===== src/rtl/hazard_scoreboard.sv =====
// ID-stage hazard and forwarding controller: tracks in-flight writers in a shift
// scoreboard, flags stalls, picks forwarding stages and counts stall cycles.
module hazard_scoreboard #(
    parameter int REG_ADDR_W = 4,
    parameter int PIPE_DEPTH = 2,
    parameter int LOAD_LAT   = 1,
    parameter int CNT_W      = 16,
    localparam int FWD_W     = $clog2(PIPE_DEPTH + 1)
) (
    input  logic                  clk,
    input  logic                  reset,
    input  logic                  i_Issue_Valid,
    input  logic [REG_ADDR_W-1:0] i_Dest,
    input  logic                  i_Sig_Write_Back_Enable,
    input  logic                  i_Sig_Memory_Read_Enable,
    input  logic [REG_ADDR_W-1:0] i_Src_1,
    input  logic [REG_ADDR_W-1:0] i_Src_2,
    input  logic                  i_Two_Src,
    input  logic                  i_Sig_Forward_Enable,
    input  logic                  i_Freeze,
    input  logic                  i_Flush,
    input  logic                  i_Count_Clear,
    output logic                  o_Sig_Hazard_Detected,
    output logic [FWD_W-1:0]      o_Fwd_Sel_1,
    output logic [FWD_W-1:0]      o_Fwd_Sel_2,
    output logic [CNT_W-1:0]      o_Stall_Count
);

    logic [PIPE_DEPTH-1:0]                 valid_r;
    logic [PIPE_DEPTH-1:0]                 wb_r;
    logic [PIPE_DEPTH-1:0]                 mem_r;
    logic [PIPE_DEPTH-1:0][REG_ADDR_W-1:0] dest_r;
    logic [CNT_W-1:0]                      cnt_r;

    logic [PIPE_DEPTH-1:0] m1_s;
    logic [PIPE_DEPTH-1:0] m2_s;
    logic [PIPE_DEPTH-1:0] ld_mask_s;
    logic                  raw_hazard_s;
    logic                  hazard_s;
    logic                  push_s;
    logic [FWD_W-1:0]      sel1_s;
    logic [FWD_W-1:0]      sel2_s;

    // Source/destination matches per stage, and stages whose load data is not yet forwardable
    always_comb begin
        m1_s      = '0;
        m2_s      = '0;
        ld_mask_s = '0;
        for (int k = 0; k < PIPE_DEPTH; k++) begin
            m1_s[k]      = valid_r[k] & wb_r[k] & (i_Src_1 == dest_r[k]);
            m2_s[k]      = valid_r[k] & wb_r[k] & i_Two_Src & (i_Src_2 == dest_r[k]);
            ld_mask_s[k] = mem_r[k] & (k < LOAD_LAT);
        end
    end

    // Stall decision: forward mode only stalls on loads still too young to forward
    always_comb begin
        raw_hazard_s = 1'b0;
        if (i_Sig_Forward_Enable) begin
            raw_hazard_s = |((m1_s | m2_s) & ld_mask_s);
        end else begin
            raw_hazard_s = |(m1_s | m2_s);
        end
        hazard_s = raw_hazard_s & i_Issue_Valid & ~i_Flush;
        push_s   = i_Issue_Valid & ~i_Flush & ~hazard_s;
    end

    // Forward selects: scan oldest to youngest so the youngest matching writer wins
    always_comb begin
        sel1_s = '0;
        sel2_s = '0;
        if (i_Sig_Forward_Enable && !hazard_s) begin
            for (int k = PIPE_DEPTH - 1; k >= 0; k--) begin
                if (m1_s[k]) begin
                    sel1_s = FWD_W'(k + 1);
                end else begin
                    sel1_s = sel1_s;
                end
                if (m2_s[k]) begin
                    sel2_s = FWD_W'(k + 1);
                end else begin
                    sel2_s = sel2_s;
                end
            end
        end else begin
            sel1_s = '0;
            sel2_s = '0;
        end
    end

    // Scoreboard shift register; held as a whole while the pipeline is frozen
    always_ff @(posedge clk or negedge reset) begin
        if (!reset) begin
            valid_r <= '0;
            wb_r    <= '0;
            mem_r   <= '0;
            dest_r  <= '0;
        end else if (!i_Freeze) begin
            valid_r[0] <= push_s;
            wb_r[0]    <= push_s & i_Sig_Write_Back_Enable;
            mem_r[0]   <= push_s & i_Sig_Memory_Read_Enable;
            dest_r[0]  <= push_s ? i_Dest : {REG_ADDR_W{1'b0}};
            for (int k = 1; k < PIPE_DEPTH; k++) begin
                valid_r[k] <= valid_r[k-1];
                wb_r[k]    <= wb_r[k-1];
                mem_r[k]   <= mem_r[k-1];
                dest_r[k]  <= dest_r[k-1];
            end
        end
    end

    // Saturating stall counter; clear wins over increment
    always_ff @(posedge clk or negedge reset) begin
        if (!reset) begin
            cnt_r <= '0;
        end else if (i_Count_Clear) begin
            cnt_r <= '0;
        end else if (hazard_s && !i_Freeze && (cnt_r != {CNT_W{1'b1}})) begin
            cnt_r <= cnt_r + {{(CNT_W-1){1'b0}}, 1'b1};
        end
    end

    assign o_Sig_Hazard_Detected = hazard_s;
    assign o_Fwd_Sel_1           = sel1_s;
    assign o_Fwd_Sel_2           = sel2_s;
    assign o_Stall_Count         = cnt_r;

endmodule


===== config.mk =====
export PLATFORM = sky130hd
export DESIGN_NAME = hazard_scoreboard
export DESIGN_NICKNAME = d
export VERILOG_FILES = /design/src/rtl/hazard_scoreboard.sv
export SDC_FILE = /design/constraint.sdc
export NUM_CORES = 1
export LEC_CHECK = 0
export CORE_ASPECT_RATIO = 1.5
export CORE_MARGIN = 1
export CORE_UTILIZATION = 55
export DETAILED_ROUTE_END_ITERATION = 7
export DONT_BUFFER_PORTS = 1
export PLACE_DENSITY_LB_ADDON = 0.25
export REMOVE_ABC_BUFFERS = 1
export SETUP_SLACK_MARGIN = 0.15
export SYNTH_ARGS = -nofsm -noshare
export SYNTH_HDL_FRONTEND = slang
export SYNTH_SLANG_ARGS = --single-unit

===== constraint.sdc =====
create_clock -name clk -period 3.3 [get_ports clk]
set_clock_uncertainty 0.1 [all_clocks]
set_input_delay 0.66 -clock clk [delete_from_list [all_inputs] [get_ports clk]]
set_output_delay 0.66 -clock clk [all_outputs]
set_load 0.02 [all_outputs]

# Yosys cells after proc, flatten, opt, wreduce, memory -nomap -nowiden
# Index checks and enable logic that the tools add are counted.
# totals
reg_bits	29
output_inout_bits	21
in_bits	22
# classes
reduce_logical	8
add_sub_neg	1
mux	10
bitwise	18
n_eq_ne	5
# ops
cell	count
two-way mux 16 bit	2
adder 16 x 1 -> 16 bit, second input constant	1
equality test 4 bit	4
inequality test 16 bit, second input constant	1
bitwise AND 1 bit	14
two-way mux 2 bit	6
two-way mux 4 bit	1
OR reduction 2 bit	2
logical AND 1 bit	3
bitwise AND 2 x 1 -> 2 bit	1
logical NOT 1 bit	2
inverter 1 bit	2
OR 2 bit	1
nonzero test 2 bit	1
two-way mux 1 bit	1

# Depth between registers and ports, before layout
# Gate-level depths: netlist (run 1).
# depth
depth_word	13
ltp_mapped	9
depth_no_buf	7

# Least setup slack after synthesis (run 1)
# OpenSTA, ideal clock, no wires.
# synth_path
path_kind	in2out
from	input i_Src_2[1]
to	output o_Sig_Hazard_Detected
path_stages	5
path_buffers	0
slack_ps	362
required_time_ps	2540
t_arrival_ps	2178
cell_sequence	xor2_1 -> or4_4 -> a41oi_2 -> nor2_1 -> nor3b_1
# synth_via
elab_chain_cells	8
elab_cells_between_ends	11
# synth_lines
element	line_no	text
from (decl)	17	input logic [REG_ADDR_W-1:0] i_Src_2,
equality test 4 bit	51	m2_s[k] = valid_r[k] & wb_r[k] & i_Two_Src & (i_Src_2 == dest_r[k]);
bitwise AND 1 bit	51	
OR 2 bit *	60, 62	
bitwise AND 2 x 1 -> 2 bit	60	raw_hazard_s = |((m1_s | m2_s) & ld_mask_s);
OR reduction 2 bit	60	
two-way mux 1 bit *	59	if (i_Sig_Forward_Enable) begin
bitwise AND 1 bit * (2 in series)	64	hazard_s = raw_hazard_s & i_Issue_Valid & ~i_Flush;
to (decl)	23	output logic o_Sig_Hazard_Detected,
# Mark *: on every way between the ends. The rest lies on a longest branch, timed or not.

# Worst setup path after layout (run 1)
# layout_path
from	register dest_r[0] (netlist bit)
to	output o_Sig_Hazard_Detected
# layout_via
elab_chain_cells	8
elab_cells_between_ends	11
# layout_lines
element	line_no	text
from (decl)	32	logic [PIPE_DEPTH-1:0][REG_ADDR_W-1:0] dest_r;
from (signal, indexed assignment)	107	dest_r[k] <= dest_r[k-1];
equality test 4 bit, on equally long branches	50, 51	
bitwise AND 1 bit, on equally long branches	50, 51	
OR 2 bit *	60, 62	
bitwise AND 2 x 1 -> 2 bit	60	
OR reduction 2 bit	60	
two-way mux 1 bit *	59	
bitwise AND 1 bit * (2 in series)	64	
# Marks and branches as above.

==> impl_metrics.env, run 1 <==
export IMPL_status="finished clean"
export IMPL_rsz0062_at_grt="no"
export IMPL_ctsHtreeMaxLevel=2
export IMPL_slew_violations=0
export IMPL_start_kind="flop"
export IMPL_ir_drop_uv=259.5
export IMPL_drcViolationCount=0
export IMPL_syn_to_final_growth_pct=7.793
export IMPL_max_slew_worst_pin_slew_ns=1.058
export IMPL_wl_um=3399
export IMPL_detailed_place_hpwl_um=2481
export IMPL_grt_total_usage_pct=22.80
export IMPL_stdcell_count=203
export IMPL_synth_top_area_share_pct=44.75
export IMPL_min_period_ns=2.844
export IMPL_wire_per_inst_um=16.74
export IMPL_ys_seq_elements=29
export IMPL_nFillCells=246
export IMPL_drtPass1Iterations=4
export IMPL_synth_most_common_cell="dfrtp_1"
export IMPL_grt_max_degree=31
export IMPL_synth_main_ff_cell="dfrtp_1"
export IMPL_setup_violations=0
export IMPL_synth_edf_count=0
export IMPL_yosys_area_top_type="dfrtp_1"
export IMPL_multi_input_area_um2=849.6
export IMPL_ant_nets=0
export IMPL_pwr_density_cell_mw_per_mm2=397.1
export IMPL_die_area_mm2=0.003174
export IMPL_worstHoldPathType="input pin to async pin"
export IMPL_worstSetupPathType="flop to output pin"
export IMPL_cts_tree="built"
export IMPL_setup_tns_final_ns=0
export IMPL_cts_setup_buffers=0
export IMPL_yosys_warnings=0
export IMPL_cp_end_kind="output pin"
export IMPL_dp_cells=194
export IMPL_place_port_buffers=0
export IMPL_synthArstFlopShare_pct=100.0
export IMPL_dr_first_iter_drc_count=37
export IMPL_fmax_ghz=0.3516
export IMPL_synthCells=162
export IMPL_synth_common_cells="dfrtp_1, a21oi_1, or4_1"
export IMPL_clk_pin_slew_ns=0.06
export IMPL_root_buffer="clkbuf_8"
export IMPL_die_w_um=46.34
export IMPL_grt_pass1_vias=1266
export IMPL_seq_area_frac_synth_pct=44.75
export IMPL_max_cap_viol_count=0
export IMPL_grt_ovfl_total=0
export IMPL_synth_area_per_cell_um2=10.01
export IMPL_synth_cell_types=33
export IMPL_p_leak_nw=0.7214
export IMPL_rows=23
export IMPL_core_mm2=0.002734
export IMPL_finalCritPeriodShare_pct=86.18
export IMPL_slew_headroom_pct=29.43
export IMPL_worstPathRequired_ns=2.54
export IMPL_final_nets=188
export IMPL_die_y_um=68.50
export IMPL_worstPathArrival_ns=2.08
export IMPL_initial_core_util_pct=59.31
export IMPL_clock_path_buffers=2
export IMPL_hold_violations=0
export IMPL_via_count=1299
export IMPL_io_pins=43
export IMPL_syn_area_mm2=0.001622
export IMPL_antenna_found_initial=0
export IMPL_place_gp_congestion=0.7995
export IMPL_grt_pass1_wl_um=5147
export IMPL_drive_above_1_share_pct=10.84
export IMPL_antenna_cells=0
export IMPL_cts_buffers=5
export IMPL_routed_via_density=6.399
export IMPL_seq_area_um2=725.7
export IMPL_synthTopCellsByArea="dfrtp_1, xor2_1, or4_1"
export IMPL_path_max_fanout=4
export IMPL_insertion_delay_ns=0.27
export IMPL_cts_sinks=29
-- stage by stage --
step	util, %	hold slack, ns	worst slack (ns)	cell area (µm²)	power, W
6_report	63.94	0.1066	0.4559	1748	0.0006941
5_1_grt	63.94	0.1083	0.2674	1748	0.0007235
4_1_cts	63.94	0.1053	0.4463	1748	0.0007031
3_5_place_dp	60.27	0.2650	0.4247	1648	0.0004228
3_3_place_gp	60.27	0.2650	0.4983	1648	0.0004204
2_1_floorplan	-	0.2644	0.3619	1587	0.0004140
-- state kept, by name, indices dropped and copies added (netlist names) --
signal,count
o_Stall_Count,16
dest_r,8
valid_r,2
wb_r,2
mem_r,1
-- layout make-up --
class                      instances  share of cell area, %
timing repair buffer               3                  2.004
inverter                           3                 0.6442
tap                               37                  2.649
sequential                        29                  41.52
clock buffer                       8                  4.581
multi-input combinational        123                  48.60
-- cells in the final DEF, fill, tap and decap left out, drive strengths merged --
master / n
a22o: 6
dfrtp: 29
buf: 3
nand4: 6
a21boi: 1
nor2: 7
and3: 5
mux2: 6
nand3b: 1
inv: 3
nand2: 8
nand3: 7
o31ai: 10
mux2i: 1
nor3b: 1
clkbuf: 8
or3b: 1
ha: 1
nor2b: 2
a21o: 1
o21ai: 6
nor3: 5
or4: 13
and4: 2
a21oi: 13
xor2: 11
a41oi: 1
or3: 2
xnor2: 6
-- worst max-delay path: stages, from the launching register on --
cell      delay (ns)
dfrtp_1         0.43
xor2_1          0.18
nor3_1          0.31
nand4_1         0.19
a21boi_1        0.28
nor2_1          0.09
nor3b_1         0.18
buf_4           0.17
-- metal layers --
| metal | track usage [%] | routed length, µm |
|---|---|---|
| met1 | 23.20 | 1320 |
| met5 | 0 | 0 |
| met4 | 9.559 | 57 |
| met3 | 7.813 | 182 |
| met2 | 40.63 | 1839 |
-- kinds of logic after synthesis --
kind of cell	Yosys count	synth area share, %
simple gates	60	21.76
compound gates	38	15.90
flops	29	44.75
xor+xnor	17	9.182
buf+inv	10	2.855
mux	7	4.784
fa+ha+maj	1	0.7715
-- report_power, final --
group,switching [W],internal [W],leakage [nW]
registers,0.0000131,0.000367,0.398
logic,0.0000207,0.0000252,0.284
clock network,0.000119,0.000149,0.0395
-- final timing paths --
kind,to,slack [ns],depth (start not counted),startpoint
worst max register to register,o_Stall_Count[11],0.66,7,dest_r[0]
worst min-delay path,dest_r[4],0.11,1,reset
min in group clk,o_Stall_Count[10],0.35,1,i_Count_Clear
max in group asynchronous,mem_r[0],2.83,1,reset
worst max-delay path,o_Sig_Hazard_Detected,0.46,7,dest_r[0]
worst min register to register,mem_r[0],0.44,1,mem_r[0]
-- what timing repair did --
item                                   CTS  global route
gates resized for setup                  0             0
endpoints found under the hold margin   29             0
setup endpoints to repair                0             0
hold buffers                             1             0
Power figures use the tool's default switching activity.
==> inputs of run 2 (changes only) <==
Clock period 3.3 ns to 3.36 ns, I/O delays scaled along.
==> impl_metrics.env, run 2 (synthesized netlist as in run 1, its figures left out) <==
export IMPL_status="finished clean"
export IMPL_grt_total_usage_pct=23.77
export IMPL_reg2reg_depth=7
export IMPL_io_pins=43
export IMPL_place_port_buffers=0
export IMPL_path_max_fanout=4
export IMPL_grt_ovfl_total=0
export IMPL_detailed_place_hpwl_um=2396
export IMPL_antenna_found_initial=0
export IMPL_drcViolationCount=0
export IMPL_syn_to_final_growth_pct=7.948
export IMPL_die_area_mm2=0.003174
export IMPL_cts_sinks=29
export IMPL_place_gp_congestion=0.7962
export IMPL_grt_pass1_wl_um=5285
export IMPL_cts_setup_buffers=0
export IMPL_p_sw_share_pct=23.57
export IMPL_dr_first_iter_drc_count=22
export IMPL_start_kind="flop"
export IMPL_clk_pin_slew_ns=0.06
export IMPL_die_w_um=46.34
export IMPL_grt_max_degree=31
export IMPL_clock_path_buffers=2
export IMPL_combinationalPowerShare_pct=6.6
export IMPL_p_leak_nw=0.7269
export IMPL_cts_buffers=5
export IMPL_worstPathArrival_ns=2.12
export IMPL_largest_reg_flops=16
export IMPL_internal_power_w=0.0005279
export IMPL_pwr_density_cell_mw_per_mm2=394.6
export IMPL_drtPass1Iterations=4
export IMPL_fin_area_mm2=0.001750
export IMPL_cp_end_kind="output pin"
export IMPL_final_nets=188
export IMPL_worstSetupPathType="flop to output pin"
export IMPL_final_common_cell="dfrtp_1"
export IMPL_fin_util_pct=64.03
export IMPL_grt_pass1_vias=1261
export IMPL_setup_violations=0
export IMPL_clkPwrFrac_pct=39.5
export IMPL_wire_per_inst_um=16.80
export IMPL_setup_tns_final_ns=0
export IMPL_via_count=1278
export IMPL_cts_tree="built"
export IMPL_max_cap_viol_count=0
export IMPL_finalCritPeriodShare_pct=86.15
export IMPL_placed_area_mm2=0.001648
export IMPL_slew_violations=0
export IMPL_slew_headroom_pct=34.49
export IMPL_setup_ws_ns=0.4653
export IMPL_rows=23
export IMPL_max_slew_worst_pin_slew_ns=0.9825
export IMPL_ir_drop_uv=303.8
export IMPL_wl_um=3410
export IMPL_p_total_w=0.0006907
export IMPL_min_period_ns=2.895
export IMPL_ctsHtreeMaxLevel=2
export IMPL_rsz0062_at_grt="no"
export IMPL_insertion_delay_ns=0.28
export IMPL_layout_common_cells="dfrtp_1, a21oi_1, or4_1"
export IMPL_switching_power_w=0.0001628
export IMPL_worstHoldPathType="input pin to async pin"
export IMPL_antenna_cells=0
export IMPL_dpl_worst_slack_ns=0.5099
export IMPL_drive_above_1_share_pct=12.05
export IMPL_routed_via_density=6.296
export IMPL_die_y_um=68.50
export IMPL_worstPathRequired_ns=2.59
export IMPL_ant_nets=0
export IMPL_root_buffer="clkbuf_8"
export IMPL_p_seq_share_pct=54.0
export IMPL_core_mm2=0.002734
export IMPL_fmax_ghz=0.3455
export IMPL_initial_core_util_pct=59.31
export IMPL_hold_violations=0
## run 2: cell types whose count changed in the layout (fill, tap and decap cells not counted)
cell / change
clkinv_2: +2
clkbuf_1: -2
## run 2: path summary, 6_finish.rpt
check                         startpoint               endpoint  slack [ns]
setup / recovery               dest_r[0]  o_Sig_Hazard_Detected        0.47
hold / removal                     reset       o_Stall_Count[6]        0.11
setup reg to reg               dest_r[0]       o_Stall_Count[7]        0.76
hold reg to reg                  wb_r[1]                wb_r[1]        0.44
max in group asynchronous          reset       o_Stall_Count[2]        2.89
min in group clk           i_Count_Clear      o_Stall_Count[15]        0.34
## run 2: through the flow
step	cells	hold slack, ns
2_1_floorplan	155	0.2764
3_3_place_gp	194	0.2770
3_5_place_dp	194	0.2771
4_1_cts	203	0.1046
5_1_grt	203	0.1105
6_report	203	0.1077
## run 2: worst max-delay path, cell delays in order (launching register included)
cell and delay (ns):
dfrtp_1 0.42, xor2_1 0.18, nor3_1 0.32, nand4_1 0.18, a21boi_1 0.27, nor2_1 0.09, nor3b_1 0.20, buf_4 0.18
## run 2: timing repair
| action | 4_1_cts | 5_1_grt |
|---|---|---|
| hold buffers | 1 | 0 |
| endpoints found under the hold margin | 29 | 0 |
| resized for setup | 0 | 0 |
## run 2: per-layer routing
| metal | vias to the layer above | routed length, µm | global-route usage (%) |
|---|---|---|---|
| met5 | - | 0 | 0 |
| met4 | 0 | 69 | 12.87 |
| met3 | 6 | 226 | 6.771 |
| met2 | 42 | 1875 | 42.36 |
| met1 | 611 | 1239 | 23.71 |
| li1 | 619 | - | - |
## run 2: final cells by class
class	instances	area (µm²)
clock buffer	6	72.57
multi-input combinational	123	849.6
clock inverter	2	10.01
timing repair buffer	3	35.03
inverter	3	11.26
sequential	29	725.7
fill	240	983.4
tap	37	46.29
## run 2: power groups by stage
stage / clock network (W) / registers [W] / logic, W
6_report: 0.000273 / 0.000373 / 0.0000455
5_1_grt: 0.000295 / 0.000374 / 0.0000502
4_1_cts: 0.000282 / 0.000372 / 0.0000465
3_5_place_dp: 0 / 0.000379 / 0.0000367
3_3_place_gp: 0 / 0.000378 / 0.0000346
2_1_floorplan: 0 / 0.000375 / 0.0000312
==> inputs of run 3 (changes only) <==
Settings changed: CORE_MARGIN 1 to 5.
==> impl_metrics.env, run 3 (synthesized netlist as in run 1, its figures left out) <==
export IMPL_status="finished clean"
export IMPL_grt_pass1_wl_um=6030
export IMPL_dr_first_iter_drc_count=24
export IMPL_grt_max_degree=31
export IMPL_worstPathRequired_ns=2.59
export IMPL_antenna_cells=0
export IMPL_cts_buffers=5
export IMPL_fmax_ghz=0.3490
export IMPL_worstPathArrival_ns=2.09
export IMPL_p_leak_nw=0.7362
export IMPL_cts_setup_buffers=0
export IMPL_rr_endpoint="o_Stall_Count[7]"
export IMPL_min_period_ns=2.865
export IMPL_io_pins=43
export IMPL_dp_cells=196
export IMPL_detailed_place_hpwl_um=2679
export IMPL_path_max_fanout=4
export IMPL_grt_ovfl_total=0
export IMPL_stdcell_count=205
export IMPL_wl_um=3598
export IMPL_rows=24
export IMPL_grt_total_usage_pct=19.49
export IMPL_pwr_density_cell_mw_per_mm2=411.4
export IMPL_setup_violations=0
export IMPL_finalCritPeriodShare_pct=85.27
export IMPL_multi_input_area_um2=849.6
export IMPL_die_y_um=76.50
export IMPL_core_mm2=0.002883
export IMPL_largest_reg_flops=16
export IMPL_syn_to_final_growth_pct=9.259
export IMPL_insertion_delay_ns=0.28
export IMPL_grt_pass1_vias=1339
export IMPL_setup_tns_final_ns=0
export IMPL_final_nets=188
export IMPL_rrSetupSlack_ns=0.74
export IMPL_initial_core_util_pct=56.25
export IMPL_nFillCells=262
export IMPL_die_area_mm2=0.004157
export IMPL_start_kind="flop"
export IMPL_place_port_buffers=0
export IMPL_ctsHtreeMaxLevel=2
export IMPL_worstHoldPathType="input pin to async pin"
export IMPL_cp_end_kind="output pin"
export IMPL_via_count=1296
export IMPL_fin_area_mm2=0.001772
export IMPL_dpl_worst_slack_ns=0.4961
export IMPL_worstSetupPathType="flop to output pin"
export IMPL_seq_area_um2=725.7
export IMPL_setup_ws_ns=0.4948
export IMPL_clock_path_buffers=2
export IMPL_place_gp_congestion=0.7040
export IMPL_antenna_found_initial=0
export IMPL_final_common_cell="dfrtp_1"
export IMPL_reg2reg_depth=7
export IMPL_wire_per_inst_um=17.55
export IMPL_cts_repair_resized=0
export IMPL_hold_violations=0
export IMPL_crit_end="o_Sig_Hazard_Detected"
export IMPL_cts_sinks=29
export IMPL_drtPass1Iterations=4
export IMPL_max_cap_viol_count=0
export IMPL_clk_pin_slew_ns=0.06
export IMPL_crit_path_start="dest_r[0]"
export IMPL_fin_util_pct=61.46
export IMPL_slew_violations=0
export IMPL_ant_nets=0
export IMPL_routed_via_density=6.322
export IMPL_r2r_start="dest_r[0]"
export IMPL_root_buffer="clkbuf_8"
export IMPL_layout_common_cells="dfrtp_1, a21oi_1, or4_1"
export IMPL_die_w_um=54.34
export IMPL_placed_area_mm2=0.001650
export IMPL_max_slew_worst_pin_slew_ns=1.009
export IMPL_cts_tree="built"
export IMPL_drive_above_1_share_pct=12.65
export IMPL_ir_drop_uv=323.4
export IMPL_drcViolationCount=0
export IMPL_slew_headroom_pct=32.71
export IMPL_rsz0062_at_grt="no"
==> run 3: stage by stage <==
stage / hold WS, ns / power, W
after floorplan: 0.2764 / 0.0004066
after global placement: 0.2773 / 0.0004131
after detailed placement: 0.2773 / 0.0004164
after CTS: 0.1038 / 0.0007424
after global routing: 0.09886 / 0.0007677
final: 0.1115 / 0.0007289
==> run 3: power by group <==
part | internal, W | total, W | switching [W]
Combinational | 0.0000248 | 0.0000463 | 0.0000215
Sequential | 0.000360 | 0.000373 | 0.0000125
Clock | 0.000185 | 0.000310 | 0.000125
Total | 0.000570 | 0.000729 | 0.000159
==> run 3: critical path, cell delays in order (launching register included) <==
cell and delay (ns):
dfrtp_1 0.43, xor2_1 0.18, nor3_1 0.30, nand4_1 0.18
a21boi_1 0.28, nor2_1 0.09, nor3b_1 0.18, buf_4 0.17
==> run 3: area by class of cell <==
type,count,area share [%]
clock buffer,7,5.438
clock inverter,1,0.2825
inverter,3,0.6356
multi-input combinational,123,47.95
sequential,29,40.96
tap,39,2.754
timing repair buffer,3,1.977
==> run 3: worst min-delay path by stage <==
stage | from | to | cells after the start
floorplan | reset | dest_r[0] | 0
global placement | reset | wb_r[0] | 0
detailed placement | reset | wb_r[0] | 0
CTS | reset | wb_r[0] | 1
global route | reset | wb_r[0] | 1
finish | reset | mem_r[0] | 1
==> run 3: layer usage <==
metal / share of wire [%] / GRT usage, %
met1: 37 / 20.50
met3: 7.6 / 8.023
met5: 0 / 0
met2: 53 / 32.85
met4: 1.8 / 7.481
==> run 3: what timing repair did <==
item                       CTS  global route
setup endpoints to repair    0             0
hold endpoints to repair    29             0
hold buffers                 1             0
